===== config.mk =====
export PLATFORM = sky130hd
export DESIGN_NAME = decoder_scan_ctrl
export DESIGN_NICKNAME = d
export VERILOG_FILES = /design/src/rtl/decoder_scan_ctrl.sv
export SDC_FILE = /design/constraint.sdc
export NUM_CORES = 1
export LEC_CHECK = 0
export ABC_AREA = 1
export BUFFER_PORTS_ARGS = -buffer_cell sky130_fd_sc_hd__buf_4
export CAP_MARGIN = 5
export CORE_UTILIZATION = 29
export DETAILED_ROUTE_END_ITERATION = 12
export HOLD_SLACK_MARGIN = 0.08
export SLEW_MARGIN = 20
export SYNTH_ARGS = -nofsm -noshare
export SYNTH_HDL_FRONTEND = slang
export SYNTH_SLANG_ARGS = --single-unit

===== constraint.sdc =====
create_clock -name clk -period 2.7 [get_ports clk]
set_clock_uncertainty 0.2 [all_clocks]
set_input_delay 0.675 -clock clk [delete_from_list [all_inputs] [get_ports clk]]
set_output_delay 0.675 -clock clk [all_outputs]
set_load 0.05 [all_outputs]

===== src/rtl/decoder_scan_ctrl.sv =====
// Scan controller for a 3-to-8 decoder: walks the enabled channels of a latched mask,
// holding each one for a dwell time with a one-cycle break-before-make gap between channels.
module decoder_scan_ctrl #(
  parameter int DWELL_W = 8
) (
  input  logic               clk,
  input  logic               rst_n,
  input  logic               start,
  input  logic               stop,
  input  logic               mode,
  input  logic [7:0]         mask,
  input  logic [DWELL_W-1:0] dwell,
  output logic [2:0]         sel,
  output logic               en,
  output logic               busy,
  output logic               done
);

  typedef enum logic [1:0] {
    IDLE   = 2'd0,
    ACTIVE = 2'd1,
    BLANK  = 2'd2
  } state_t;

  state_t             state_q, state_d;
  logic [2:0]         sel_q, sel_d;
  logic               en_q, en_d;
  logic               busy_q, busy_d;
  logic               done_q, done_d;
  logic [DWELL_W-1:0] cnt_q, cnt_d;
  logic [DWELL_W-1:0] dwell_l_q, dwell_l_d;
  logic [7:0]         mask_l_q, mask_l_d;
  logic               mode_l_q, mode_l_d;
  logic [3:0]         next_hit;

  function automatic logic [2:0] lowest_set(input logic [7:0] m);
    logic [2:0] r;
    r = '0;
    for (int i = 7; i >= 0; i--) begin
      if (m[i]) r = 3'(i);
    end
    return r;
  endfunction

  // {found, index} of the lowest set bit strictly above cur
  function automatic logic [3:0] next_above(input logic [7:0] m, input logic [2:0] cur);
    logic [3:0] r;
    r = '0;
    for (int i = 7; i >= 0; i--) begin
      if (m[i] && (i > int'(cur))) r = {1'b1, 3'(i)};
    end
    return r;
  endfunction

  // Counter counts down the remaining ACTIVE cycles, so a dwell of 0 behaves like 1
  function automatic logic [DWELL_W-1:0] dwell_load(input logic [DWELL_W-1:0] d);
    return (d == '0) ? '0 : d - DWELL_W'(1);
  endfunction

  always_comb begin
    state_d   = state_q;
    sel_d     = sel_q;
    en_d      = en_q;
    busy_d    = busy_q;
    done_d    = 1'b0;
    cnt_d     = cnt_q;
    dwell_l_d = dwell_l_q;
    mask_l_d  = mask_l_q;
    mode_l_d  = mode_l_q;
    next_hit  = next_above(mask_l_q, sel_q);

    case (state_q)
      IDLE: begin
        en_d   = 1'b0;
        busy_d = 1'b0;
        if (start && !stop) begin
          mask_l_d  = mask;
          dwell_l_d = dwell;
          mode_l_d  = mode;
          if (mask != 8'h00) begin
            state_d = ACTIVE;
            sel_d   = lowest_set(mask);
            en_d    = 1'b1;
            busy_d  = 1'b1;
            cnt_d   = dwell_load(dwell);
          end else begin
            done_d = 1'b1;
          end
        end
      end

      ACTIVE: begin
        if (stop) begin
          state_d = IDLE;
          en_d    = 1'b0;
          busy_d  = 1'b0;
        end else if (cnt_q == '0) begin
          state_d = BLANK;
          en_d    = 1'b0;
        end else begin
          cnt_d = cnt_q - DWELL_W'(1);
        end
      end

      BLANK: begin
        if (stop) begin
          state_d = IDLE;
          busy_d  = 1'b0;
        end else if (next_hit[3] || mode_l_q) begin
          state_d = ACTIVE;
          sel_d   = next_hit[3] ? next_hit[2:0] : lowest_set(mask_l_q);
          en_d    = 1'b1;
          cnt_d   = dwell_load(dwell_l_q);
        end else begin
          state_d = IDLE;
          busy_d  = 1'b0;
          done_d  = 1'b1;
        end
      end

      default: begin
        state_d = IDLE;
        en_d    = 1'b0;
        busy_d  = 1'b0;
      end
    endcase
  end

  always_ff @(posedge clk or negedge rst_n) begin
    if (!rst_n) begin
      state_q   <= IDLE;
      sel_q     <= '0;
      en_q      <= 1'b0;
      busy_q    <= 1'b0;
      done_q    <= 1'b0;
      cnt_q     <= '0;
      dwell_l_q <= '0;
      mask_l_q  <= '0;
      mode_l_q  <= 1'b0;
    end else begin
      state_q   <= state_d;
      sel_q     <= sel_d;
      en_q      <= en_d;
      busy_q    <= busy_d;
      done_q    <= done_d;
      cnt_q     <= cnt_d;
      dwell_l_q <= dwell_l_d;
      mask_l_q  <= mask_l_d;
      mode_l_q  <= mode_l_d;
    end
  end

  assign sel  = sel_q;
  assign en   = en_q;
  assign busy = busy_q;
  assign done = done_q;

endmodule


**Word-level counts from Yosys, hierarchy flattened**

Cells that the tools add are included.

- Word-level logic and storage cells: 114
- Output and inout port bits: 6
- Bits in registers: 33
- Bits of input ports: 21

- Reductions and logical operators: 23
- $add $sub $neg: 3
- $lt $le $gt $ge: 7
- Multiplexer cells: 61
- Equal/unequal tests: 11

Operators with widths:

| operator | count |
|---|---|
| $mux W8 | 8 |
| $mux W3 | 21 |
| $mux W4 | 7 |
| $logic_not A8 Y1 | 3 |
| $pmux W8 S3 | 1 |
| $sub A8 B1 Y8 const B | 3 |
| $mux W1 | 15 |
| $ne A2 B2 Y1 const B | 7 |
| $gt A3 B3 Y1 const A | 4 |
| $logic_and A1 B1 Y1 | 8 |
| $mux W2 | 4 |
| $reduce_bool A8 Y1 | 1 |
| $reduce_and A7 Y1 | 1 |
| $gt A2 B3 Y1 const A | 2 |
| $ne A3 B3 Y1 const B | 2 |
| $pmux W1 S3 | 2 |
| $pmux W2 S3 | 1 |
| $pmux W3 S2 | 1 |
| $reduce_and A3 Y1 | 2 |
| $reduce_and A5 Y1 | 1 |
| $reduce_and A2 Y1 | 2 |
| $gt A1 B3 Y1 const A | 1 |
| $reduce_bool A3 Y1 | 1 |
| $eq A2 B1 Y1 const B | 1 |
| 6 further kinds | 6 |

**Logic depth before layout (Yosys ltp)**

Gate-level depths: netlist of the first run.

- Depth in word-level cells: 13
- Depth in mapped cells: 13
- Mapped depth without buffers: 13

**Least setup slack after synthesis of the first run**

OpenSTA, ideal clock, no wires.

- Path type: input-to-reg
- Start point: input port dwell[0]
- End point: register cnt_q[2]
- Setup time: 0.128 ns
- Path slack: 0.655 ns
- Buffers on the path: 0
- Cell stages on the path: 9
- Data required time: 2.372 ns
- Arrival time: 1.717 ns
- Cells stage by stage: inv_1 > ha_1 > nand3_1 > nor2_1 > nand2_1 > o21bai_2 > inv_1 > a22oi_1 > o21ai_0

- Longest elaborated chain between the ends: 5
- Elaborated cells between the ends (all ways): 6
- Classes of those cells: add/sub (1); mux (4); reduce/logical (1)

RTL lines:

| item | line | text |
|---|---|---|
| start: declaration | 12 | `input logic [DWELL_W-1:0] dwell,` |
| $sub A8 B1 Y8 or $logic_not A8 Y1 (tied branches) | 57 | `return (d == '0) ? '0 : d - DWELL_W'(1);` |
| $mux W8 * | 57 |  |
| $mux W8 * | 80 | `if (mask != 8'h00) begin` |
| $mux W8 * | 76 | `if (start && !stop) begin` |
| $pmux W8 S3 * | 72 | `case (state_q)` |
| end signal: assignment | 146 | `cnt_q <= cnt_d;` |
| end: declaration | 30 | `logic [DWELL_W-1:0] cnt_q, cnt_d;` |

Mark *: on every way between the ends. The rest lies on a longest branch, timed or not. The select of a mux whose other input is x is not followed.
A chain may end at the register's enable or synchronous reset.

**Worst setup path after layout of the first run**

- Start point: register state_q[0]
- End point: register cnt_q[3]

- Longest elaborated chain between the ends: 3
- Elaborated cells between the ends (all ways): 12
- Classes of those cells: eq/ne (8); mux (1); reduce/logical (3)

RTL lines:

| item | line | text |
|---|---|---|
| start: declaration | 25 | `state_t state_q, state_d;` |
| start signal: assignment | 141 | `state_q <= state_d;` |
| $eq A2 B1 Y1 (tied with other cells) | 72 |  |
| $ne A2 B2 Y1 (no line) or $reduce_bool A3 Y1 (tied branches) | -- |  |
| $reduce_and A7 Y1 (no line) | -- |  |

Several ways; a longest one is shown, not always the timed one.

==> parameters.txt, run 1 <==
Parameter                              Value

Floorplan
  Std-Cell Core Area    7888 µm²
  Die outline width    93.44 µm
  Effective utilization at floorplan    0.3074
  Std-Cell Rows    32
  Chip Height    93.44 µm
  IO Count    27
  Die area    8731 µm²

Routing
  Drc violations    0
  Drt total wl    5666 µm
  Number of violations reported at the end of detailed-routing iteration 0    114
  Detailed-routing iteration count for the pre-antenna-repair pass    4
  Per-cell via count in the routed design    4.689
  Routed length per placed instance    11.68 µm
  Final ANT Viol Nets    0
  Vias after detailed routing    2274

Timing
  Number of setup violations in the final report    0
  Setup repair after global routing missed its margin    false
  Number of endpoints with negative hold slack in the final report    0
  Slew at the pin closest to its max-slew limit    0.5246 ns
  Slew HR    0.6494
  Fin Setup TNS    0 ns
  Final worst-path cycle share    0.7991
  Final period demand of the worst path    2.158 ns
  Fmax    0.4635 GHz
  Final max-slew violation count    0

Synthesis
  Most common flop cell mapped by yosys    dfrtp_1
  Mean instance size in the synthesized netlist    6.869 µm²
  Proportion of netlist area held by the largest area contributor    0.3406
  Library cell occupying the most area in the post-synthesis netlist    dfrtp_1
  Synthesized netlist net count    383
  Post-synth EDFFs    0
  Seq cells post-synth    33
  Number of instances in the synthesized netlist    353
  Sequential element share of the synthesized area    0.3406
  Cell types with the largest area share after synthesis    dfrtp_1 (34%), nand2_1 (15%), inv_1 (7.6%)
  Count of cell types in the netlist    31
  Post-synthesis async set-or-reset flop share    1.000
  Post-Syn Area    2425 µm²
  Number of warning messages in the yosys log    0

Setup path
  Data required, critical path    2.72 ns
  Worst-path maximum fanout    8
  Arrival time at the worst endpoint    2.17 ns
  Kind of start point of the critical path    flop
  Nature of the critical path endpoint    flop
  Crit path kind    reg2reg
  Minimum setup slack among reg-to-reg paths    0.54 ns

Global routing
  First-pass GRT wire length    9694 µm
  Final global-route overflow total    0
  Vias in the first global route    2100
  Number of antenna violations at the first check in global routing    0
  Pin count of the biggest net entering global routing    34
  Overall track demand over capacity in global routing    0.1396

Cells and area
  Antenna fix cells    0
  Most used cells in the layout excluding fill and tap cells    nand2_1 (98), inv_1 (49), nand3_1 (35), o21ai_0 (35), dfrtp_1 (33)
  Fin nets    412
  Most frequent standard cell in the layout excluding fill and tap cells    nand2_1
  Layout cells sized above 1    0.1697
  Final core utilization    0.3596
  Final non-filler cell area    2836 µm²
  Cell Count, Final, Fillers Out    485
  Layout-stage area growth over the synthesis result    16.98%

Hold path
  Min-delay worst type    in2async

Job
  Number of violations of the max-capacitance limit    0

Placed design
  GP Congestion    0.8514
  Count of input and output buffers    26
  Placed cell areas    2735 µm²
  Detailed placement HPWL    4548 µm
  Post-Place Cells    477

Clock network
  Post-CTS clock slew at the launch and capture registers of the worst setup and hold paths    0.07 ns
  Number of buffers on the longest clock path    2
  Clock Root Buffer    clkbuf_8
  Clk_lat worst skew    0.28 ns
  Clock tree from TritonCTS    built
  Number of CTS-inserted buffers    5
  Number of buffers inserted for hold repair after clock tree synthesis    0
  Buffers inserted by post-CTS timing repair    0
  Clock Sinks    33
  Number of H-tree branching levels    2
  Number of resized instances in the post-cts repair step    0

Status
  Status    finished, final reports clean

Power
  P_leak    1.467 nW
  Worst vdd ir    0.4119 mV
  Power density relative to cell area    1169 nW/µm²
==> state kept, by name, summed over array words and instances, names as in the netlist <==
register / count
mode_l_q: 1
cnt_q: 8
busy: 1
en: 1
mask_l_q: 8
state_q: 2
dwell_l_q: 8
done: 1
sel: 3
==> synth_stat cells, types with 2 or more instances <==
library cell	n
a21oi_1	6
a22oi_1	2
clkbuf_1	4
dfrtp_1	33
ha_1	9
inv_1	49
inv_2	4
mux2_2	2
nand2_1	98
nand2_2	8
nand3_1	35
nand3_2	2
nand4_1	8
nor2_1	27
nor2_2	2
nor2_4	3
nor3_1	2
o21ai_0	35
o21ai_1	4
o21ai_2	3
o21bai_1	2
xor2_1	6
==> critical path, stage by stage (launching register included) <==
cell	delay (ns)
dfrtp_1	0.42
inv_1	0.09
ha_1	0.36
inv_1	0.22
nor2_2	0.27
nand3_1	0.14
o21ai_0	0.12
nand2_1	0.07
o21ai_0	0.10
nand2_2	0.06
nand2_1	0.05
==> final timing paths <==
path,start,to,cells past startpoint
worst max-delay path,state_q[0],cnt_q[3],10
worst min-delay path,rst_n,sel[2],1
worst max register to register,state_q[0],cnt_q[3],10
worst min register to register,mask_l_q[0],mask_l_q[0],2
max in group asynchronous,rst_n,cnt_q[6],1
min in group clk,mask_l_q[0],mask_l_q[0],2
==> where the power goes <==
part	total [mW]	leakage, nW	switching, mW	internal [mW]
clock	0.416	0.0542	0.185	0.231
sequential	0.949	0.414	0.224	0.724
combinational	1.95	0.999	1.27	0.678
total	3.32	1.47	1.68	1.63
==> logic make-up (layout without fill, tap and decap cells) <==
group           Yosys count  after routing  share of synthesized area
simple gates            189            189                     0.3612
buf+inv                  59             89                    0.09391
compound gates           55             55                     0.1269
flops                    33             33                     0.3406
fa+ha+maj                 9              9                    0.04644
xor+xnor                  6              6                    0.02167
mux                       2              2                   0.009287
==> routing by layer <==
layer	part of all wire	routed length (µm)	GRT usage
met4	0.0060	34	0.02179
met5	0	0	0
met1	0.51	2878	0.1959
met2	0.44	2493	0.2230
met3	0.046	259	0.03008
==> cell type report <==
class | instances | area (µm²)
tap | 102 | 127.6
multi-input combinational | 261 | 1371
clock buffer | 7 | 96.34
sequential | 33 | 825.8
clock inverter | 1 | 5.005
inverter | 54 | 207.7
timing repair buffer | 27 | 202.7
fill | 840 | 5051
==> metrics by stage <==
step                hold WS (ns)  worst slack, ns  total power [mW]
finish                    0.1391           0.5423             3.317
global route              0.1670           0.3766             3.668
CTS                       0.1547           0.5350             3.333
detailed placement        0.2756           0.3394             2.908
global placement          0.2740           0.3999             2.874
floorplan                 0.1794           0.6545             2.455
Power figures use the tool's default switching activity.
==> inputs of run 2 (changes only) <==
- ABC_AREA: 1 -> 0
- clock period: 2.7 -> 2.1 ns (I/O delays scaled with it)
==> run 2 against run 1 <==
  * Non-clock buffer count increased by 53
  * Die area decreased by 6.5%
  * Routed wire length rose by 3.5%
  * Sequential cell count unchanged
  * Largest cell class unchanged
==> parameters.txt, run 2 <==
Parameter                              Value

Synthesis
  Count of cell types in the netlist    51 (+65%)
  Proportion of netlist area held by the largest area contributor    0.3646 (+0.02408)
  Multiplexer share of the synthesized area    0.1271 (+0.1178)
  Number of instances in the synthesized netlist    247 (-30%)
  Main combinational cell family by area after synthesis    compound AO/OA/AOI/OAI gates
  Most common flop cell mapped by yosys    dfrtp_1
  Top post-synthesis cells by count    dfrtp_1 (33), nand2_1 (27), nor2_1 (23), mux2_2 (22), inv_1 (18)
  Mean instance size in the synthesized netlist    9.169 µm² (+33%)
  Library cell occupying the most area in the post-synthesis netlist    dfrtp_1
  Post-synthesis async set-or-reset flop share    1.000 (unchanged)
  Cell types with the largest area share after synthesis    dfrtp_1 (36%), mux2_2 (11%), ha_1 (5.0%)
  Seq cells post-synth    33 (unchanged)
  Synthesized-area fraction occupied by and/or/nand/nor cells    0.1724 (-0.1888)
  Synth Area in Adders    0.04972 (+0.003284)
  Sequential element share of the synthesized area    0.3646 (+0.02408)
  Most frequently used cell type in the post-synthesis netlist    dfrtp_1
  Post-synth EDFFs    0 (unchanged)
  Post-synthesis share of cell area spent on xor and xnor gates    0.06575 (+0.04407)
  Compound-gate portion of the synthesized area    0.1801 (+0.05318)
  Post-Syn Area    2265 µm² (-6.6%)
  Synthesized netlist net count    277 (-28%)
  Number of warning messages in the yosys log    0 (unchanged)

Floorplan
  IO Count    27 (unchanged)
  Chip Height    90.37 µm (-3.3%)
  Effective utilization at floorplan    0.3057 (-0.001732)
  Std-Cell Core Area    7408 µm² (-6.1%)
  Die outline width    90.37 µm (-3.3%)
  Std-Cell Rows    31 (-3.1%)
  Die area    8167 µm² (-6.5%)

Setup path
  FF-to-FF End    cnt_q[6]
  Reg2Reg Launch Point    dwell_l_q[0]
  Worst-path maximum fanout    2 (-6)
  Worst setup path startpoint    dwell_l_q[0]
  Crit path kind    reg2reg
  Data required, critical path    2.08 ns (-0.64 ns)
  Nature of the critical path endpoint    flop
  Minimum setup slack among reg-to-reg paths    0.06 ns (-0.48 ns)
  Kind of start point of the critical path    flop
  Arrival time at the worst endpoint    2.02 ns (-0.15 ns)
  Endpoint of the worst setup timing path    cnt_q[6]
  R2R depth    8 (-2)

Placed design
  Detailed placement HPWL    4418 µm (-2.9%)
  Post-Place Cells    416 (-13%)
  Placed cell areas    2955 µm² (+8.1%)
  GP Congestion    0.8308 (-2.4%)
  Count of input and output buffers    26 (unchanged)

Power
  Clock network fraction of total power    0.103 (-0.022)
  Switching share of power    0.4289 (-0.07863)
  Worst vdd ir    0.7047 mV (+71%)
  Overall Power    4.642 mW (+40%)
  Power density relative to cell area    1440 nW/µm² (+23%)
  Internal power contribution    2.651 mW (+62%)
  P_leak    1.459 nW (-0.60%)
  Logic gate share of total power    0.624 (+0.035)
  Reported net switching power    1.991 mW (+18%)
  Share of power burned in registers    0.273 (-0.013)

Cells and area
  Cell Count, Final, Fillers Out    429 (-12%)
  Final core utilization    0.4352 (+0.07562)
  Layout-stage area growth over the synthesis result    42.38%
  Most frequent standard cell in the layout excluding fill and tap cells    buf_4
  Register Area    829.5 µm² (+0.45%)
  Count of fill cells added during filler insertion    723 (-14%)
  Fin nets    359 (-13%)
  Antenna fix cells    0 (unchanged)
  Layout cells sized above 1    0.4303 (+0.2606)
  Largest registers ranked by flip-flop count    cnt_q: 8 flops, dwell_l_q: 8 flops, mask_l_q: 8 flops
  Final non-filler cell area    3224 µm² (+14%)
  Footprint of the multi-input gates    1500 µm² (+9.4%)
  Most used cells in the layout excluding fill and tap cells    buf_4 (78), dfrtp_1 (30), nand2_1 (27)

Timing
  Final period demand of the worst path    2.039 ns (-0.1188 ns)
  Number of setup violations in the final report    0 (unchanged)
  Fmax    0.4905 GHz (+5.8%)
  Final worst-path cycle share    0.9709 (+0.1718)
  Slew at the pin closest to its max-slew limit    0.4918 ns (-0.03281 ns)
  Slew HR    0.6696 (+0.02019)
  Final max-slew violation count    0 (unchanged)
  Fin Setup TNS    0 ns (unchanged)
  Number of endpoints with negative hold slack in the final report    0 (unchanged)
  Setup repair after global routing missed its margin    true

Routing
  Drc violations    0 (unchanged)
  Drt total wl    5862 µm (+3.5%)
  Vias after detailed routing    2095 (-7.9%)
  Routed length per placed instance    13.66 µm (+17%)
  Number of violations reported at the end of detailed-routing iteration 0    102 (-11%)
  Final ANT Viol Nets    0 (unchanged)
  Per-cell via count in the routed design    4.883 (+4.2%)
  Detailed-routing iteration count for the pre-antenna-repair pass    4 (unchanged)

Clock network
  Number of CTS-inserted buffers    5 (unchanged)
  Clock tree from TritonCTS    built
  Number of H-tree branching levels    2 (unchanged)
  Post-CTS clock slew at the launch and capture registers of the worst setup and hold paths    0.07 ns (about the same)
  Clk_lat worst skew    0.30 ns (+0.02 ns)
  Clock Sinks    33 (unchanged)
  Clock Root Buffer    clkbuf_8
  Number of buffers on the longest clock path    2 (unchanged)

Job
  Number of violations of the max-capacitance limit    0 (unchanged)

Status
  Status    finished, final reports clean

Global routing
  Number of antenna violations at the first check in global routing    0 (unchanged)
  Vias in the first global route    2127 (+1.3%)
  Final global-route overflow total    0 (unchanged)
  Overall track demand over capacity in global routing    0.1516 (+0.01198)
  Pin count of the biggest net entering global routing    34 (unchanged)
  First-pass GRT wire length    9860 µm (+1.7%)

Hold path
  Min-delay worst type    in2reg
run 2: timing repair:
action	in CTS	in global routing
resized for setup	5	31
setup endpoints to repair	3	12
endpoints found under the hold margin	33	0
pin swaps	0	14
gates cloned	0	0
hold buffers	1	0
buffers inserted	0	4
run 2: power groups by stage:
stage	registers, mW	logic [mW]	clock network, mW
floorplan	1.35	1.54	0
global route	1.33	3.15	0.518
global placement	1.24	2.54	0
finish	1.27	2.89	0.479
detailed placement	1.25	2.57	0
CTS	1.25	2.62	0.495
run 2: cell families (layout without fill, tap and decap cells):
kind of cell	after synthesis	in the layout
AO/OA/AOI/OAI	59	59
XOR/XNOR	17	17
adder cells (fa/ha/maj)	9	9
buffers and inverters	24	107
flip-flops	33	33
multiplexers	26	26
AND/OR/NAND/NOR	79	79
run 2: worst min path at each step:
stage,start,endpoint,slack (ns),depth (start not counted)
after floorplan,rst_n,busy,0.03,0
after global placement,rst_n,dwell_l_q[0],0.30,1
after detailed placement,rst_n,dwell_l_q[0],0.30,1
after CTS,mode,mode_l_q,0.26,2
after global routing,mode,mode_l_q,0.27,2
final,mode,mode_l_q,0.26,2
run 2: area by class of cell:
class,count,area share
clock buffers,7,0.02367
repair buffers,80,0.1909
well taps,99,0.03842
flip-flops and latches,33,0.2573
multi-input cells,190,0.4653
inverters,19,0.02212
clock inverters,1,0.002328
run 2: through the flow:
step	hold slack, ns	worst slack [ns]
after global placement	0.2965	-0.2329
after global routing	0.2665	-0.02849
after detailed placement	0.3019	-0.3046
after floorplan	0.02941	-0.1469
final	0.2632	0.06107
after CTS	0.2591	0.004827
run 2: metal layers:
layer  GRT usage  up-vias  routed length (µm)
li1            -     1053                   -
met1      0.1954      994                2822
met2      0.2468       40                2723
met3     0.03114        8                 195
met4     0.06183        0                 121
met5           0        -                   0
run 2: worst max-delay path: stages, from the launching register on:
cell      delay (ns)
dfrtp_1         0.39
inv_2           0.08
ha_4            0.12
or3b_4          0.40
nor2_4          0.15
nor2_4          0.05
a221oi_2        0.21
a21oi_1         0.07
mux2_2          0.26
==> inputs of run 3 (changes only) <==
--- a/config.mk
+++ b/config.mk
@@ -12,4 +12,5 @@
 export DETAILED_ROUTE_END_ITERATION = 12
 export HOLD_SLACK_MARGIN = 0.08
+export RECOVER_POWER = 100
 export SLEW_MARGIN = 20
 export SYNTH_ARGS = -nofsm -noshare
==> constraint.sdc (replaced) <==
create_clock -name clk -period 1.82 [get_ports clk]
set_clock_uncertainty 0.2 [all_clocks]
set_input_delay 0.182 -clock clk [delete_from_list [all_inputs] [get_ports clk]]
set_output_delay 0.182 -clock clk [all_outputs]
set_load 0.05 [all_outputs]
==> run 3 against run 2 <==
  * Sequential power up 9%
  * The run now ends with negative setup slack left
  * Via count grew 12%
  * Combinational power grew 46%
  * Largest cell class unchanged
==> parameters.txt, run 3 (synthesis gave the netlist of run 2 again) <==
Parameter                              Value

Placed design
  Count of input and output buffers    26 (unchanged)
  Detailed placement HPWL    4640 µm (+5.0%)
  Post-placement setup slack    -0.3148 ns (-0.01026 ns)
  Placed cell areas    3196 µm² (+8.1%)
  GP Congestion    0.8093 (-2.6%)
  Post-Place Cells    448 (+7.7%)

Clock network
  Clock Sinks    33 (unchanged)
  Post-CTS clock slew at the launch and capture registers of the worst setup and hold paths    0.08 ns (about the same)
  Clk_lat worst skew    0.30 ns (about the same)
  Number of H-tree branching levels    2 (unchanged)
  Clock Root Buffer    clkbuf_8
  Number of CTS-inserted buffers    5 (unchanged)
  Number of buffers on the longest clock path    2 (unchanged)
  Clock tree from TritonCTS    built

Power
  Worst vdd ir    0.7622 mV (+8.2%)
  Share of power burned in registers    0.215 (-0.058)
  P_leak    1.765 nW (+21%)
  Reported net switching power    2.534 mW (+27%)
  Switching share of power    0.3921 (-0.03686)
  Logic gate share of total power    0.654 (+0.030)
  Internal power contribution    3.929 mW (+48%)
  Power density relative to cell area    1687 nW/µm² (+17%)
  Clock network fraction of total power    0.131 (+0.028)

Cells and area
  Fin nets    412 (+15%)
  Layout cells sized above 1    0.4856 (+0.05534)
  Largest registers ranked by flip-flop count    cnt_q: 8 flops, dwell_l_q: 8 flops, mask_l_q: 8 flops
  Final non-filler cell area    3831 µm² (+19%)
  Antenna fix cells    0 (unchanged)
  Cell Count, Final, Fillers Out    482 (+12%)
  Most frequent standard cell in the layout excluding fill and tap cells    buf_4
  Layout-stage area growth over the synthesis result    69.17%
  Most used cells in the layout excluding fill and tap cells    buf_4 (101), dfrtp_1 (30), nand2_1 (27)

Routing
  Vias after detailed routing    2355 (+12%)
  Final ANT Viol Nets    0 (unchanged)
  Routed length per placed instance    14.24 µm (+4.2%)
  Drc violations    0 (unchanged)
  Per-cell via count in the routed design    4.886 (about the same)
  Detailed-routing iteration count for the pre-antenna-repair pass    4 (unchanged)
  Number of violations reported at the end of detailed-routing iteration 0    104 (+2.0%)
  Drt total wl    6862 µm (+17%)

Timing
  Slew at the pin closest to its max-slew limit    0.8406 ns (+0.3488 ns)
  Final max-slew violation count    0 (unchanged)
  Number of setup violations in the final report    27 (+27)
  Final period demand of the worst path    2.069 ns (+0.02961 ns)
  Post-route worst setup slack    -0.2485 ns (-0.3096 ns)
  Fmax    0.4834 GHz (-1.4%)
  Hold slack final    0.07740 ns (-0.1857 ns)
  Slew HR    0.4396 (-0.2300)
  Final worst-path cycle share    1.137 (+0.1656)
  Fin Setup TNS    -2.911 ns (-2.911 ns)
  Number of endpoints with negative hold slack in the final report    0 (unchanged)
  Setup repair after global routing missed its margin    true

Floorplan
  IO Count    27 (unchanged)
  Die outline width    90.37 µm (unchanged)
  Die area    8167 µm² (unchanged)
  Std-Cell Rows    31 (unchanged)
  Effective utilization at floorplan    0.3057 (unchanged)
  Std-Cell Core Area    7408 µm² (unchanged)
  Chip Height    90.37 µm (unchanged)

Setup path
  Worst-path maximum fanout    3 (+1)
  Data required, critical path    1.79 ns (-0.29 ns)
  Kind of start point of the critical path    flop
  Crit path kind    reg2reg
  Arrival time at the worst endpoint    2.04 ns (+0.02 ns)
  Nature of the critical path endpoint    flop
  Minimum setup slack among reg-to-reg paths    -0.25 ns (-0.31 ns)

Global routing
  Vias in the first global route    2358 (+11%)
  Final global-route overflow total    0 (unchanged)
  Overall track demand over capacity in global routing    0.1686 (+0.01709)
  Number of antenna violations at the first check in global routing    0 (unchanged)
  First-pass GRT wire length    11010 µm (+12%)
  Pin count of the biggest net entering global routing    34 (unchanged)

Status
  Failing checks    negative setup slack
  Status    finished, violations left

Hold path
  Min-delay worst type    in2reg

Job
  Number of violations of the max-capacitance limit    0 (unchanged)
[run 3: layer usage]
metal / GRT usage / up-vias / wire (µm)
met2: 0.2748 / 56 / 3262
met3: 0.02694 / 13 / 255
met5: 0 / - / 0
met1: 0.2212 / 1124 / 3197
met4: 0.07124 / 0 / 146
li1: - / 1162 / -
[run 3: worst paths after layout]
kind                              start           end  depth (start not counted)
setup reg to reg           dwell_l_q[5]      cnt_q[6]                          6
min in group asynchronous         rst_n  dwell_l_q[0]                          2
hold / removal                 dwell[0]      cnt_q[0]                          4
max in group asynchronous         rst_n        sel[0]                          2
hold reg to reg                    busy          busy                          1
setup / recovery           dwell_l_q[5]      cnt_q[6]                          6
[run 3: power by group through the flow]
stage	clock, mW	combinational [mW]	sequential (mW)
floorplan	0	1.77	1.56
global placement	0	3.48	1.36
detailed placement	0	3.52	1.36
CTS	0.868	3.74	1.36
global route	0.896	4.57	1.43
finish	0.849	4.23	1.39
[run 3: final cells by class]
| type | instances | area, µm² |
|---|---|---|
| Clock buffer | 5 | 68.82 |
| Fill cell | 663 | 3577 |
| Inverter | 19 | 71.32 |
| Clock inverter | 3 | 65.06 |
| Sequential cell | 33 | 829.5 |
| Multi-Input combinational cell | 190 | 1558 |
| Tap cell | 99 | 123.9 |
| Timing Repair Buffer | 133 | 1115 |
[run 3: worst max-delay path, cell delays in order (launching register included)]
cell,delay [ns]
dfrtp_1,0.38
or4_4,0.58
nor2_2,0.12
nor2_1,0.06
a221oi_2,0.24
a21oi_1,0.09
mux2_4,0.28
[run 3: timing repair]
item,CTS,global route
pin swaps,5,15
endpoints found under the hold margin,51,1
hold buffers,18,1
buffers inserted,2,4
cloned,1,1
resized for setup,18,41
endpoints found under the setup margin,25,29
[run 3: through the flow]
step                      total power, mW    util
after detailed placement            4.886  0.4313
after floorplan                     3.333       -
final                               6.464  0.5171
after global placement              4.840  0.4313
after global routing                6.898  0.5171
after CTS                           5.970  0.4900
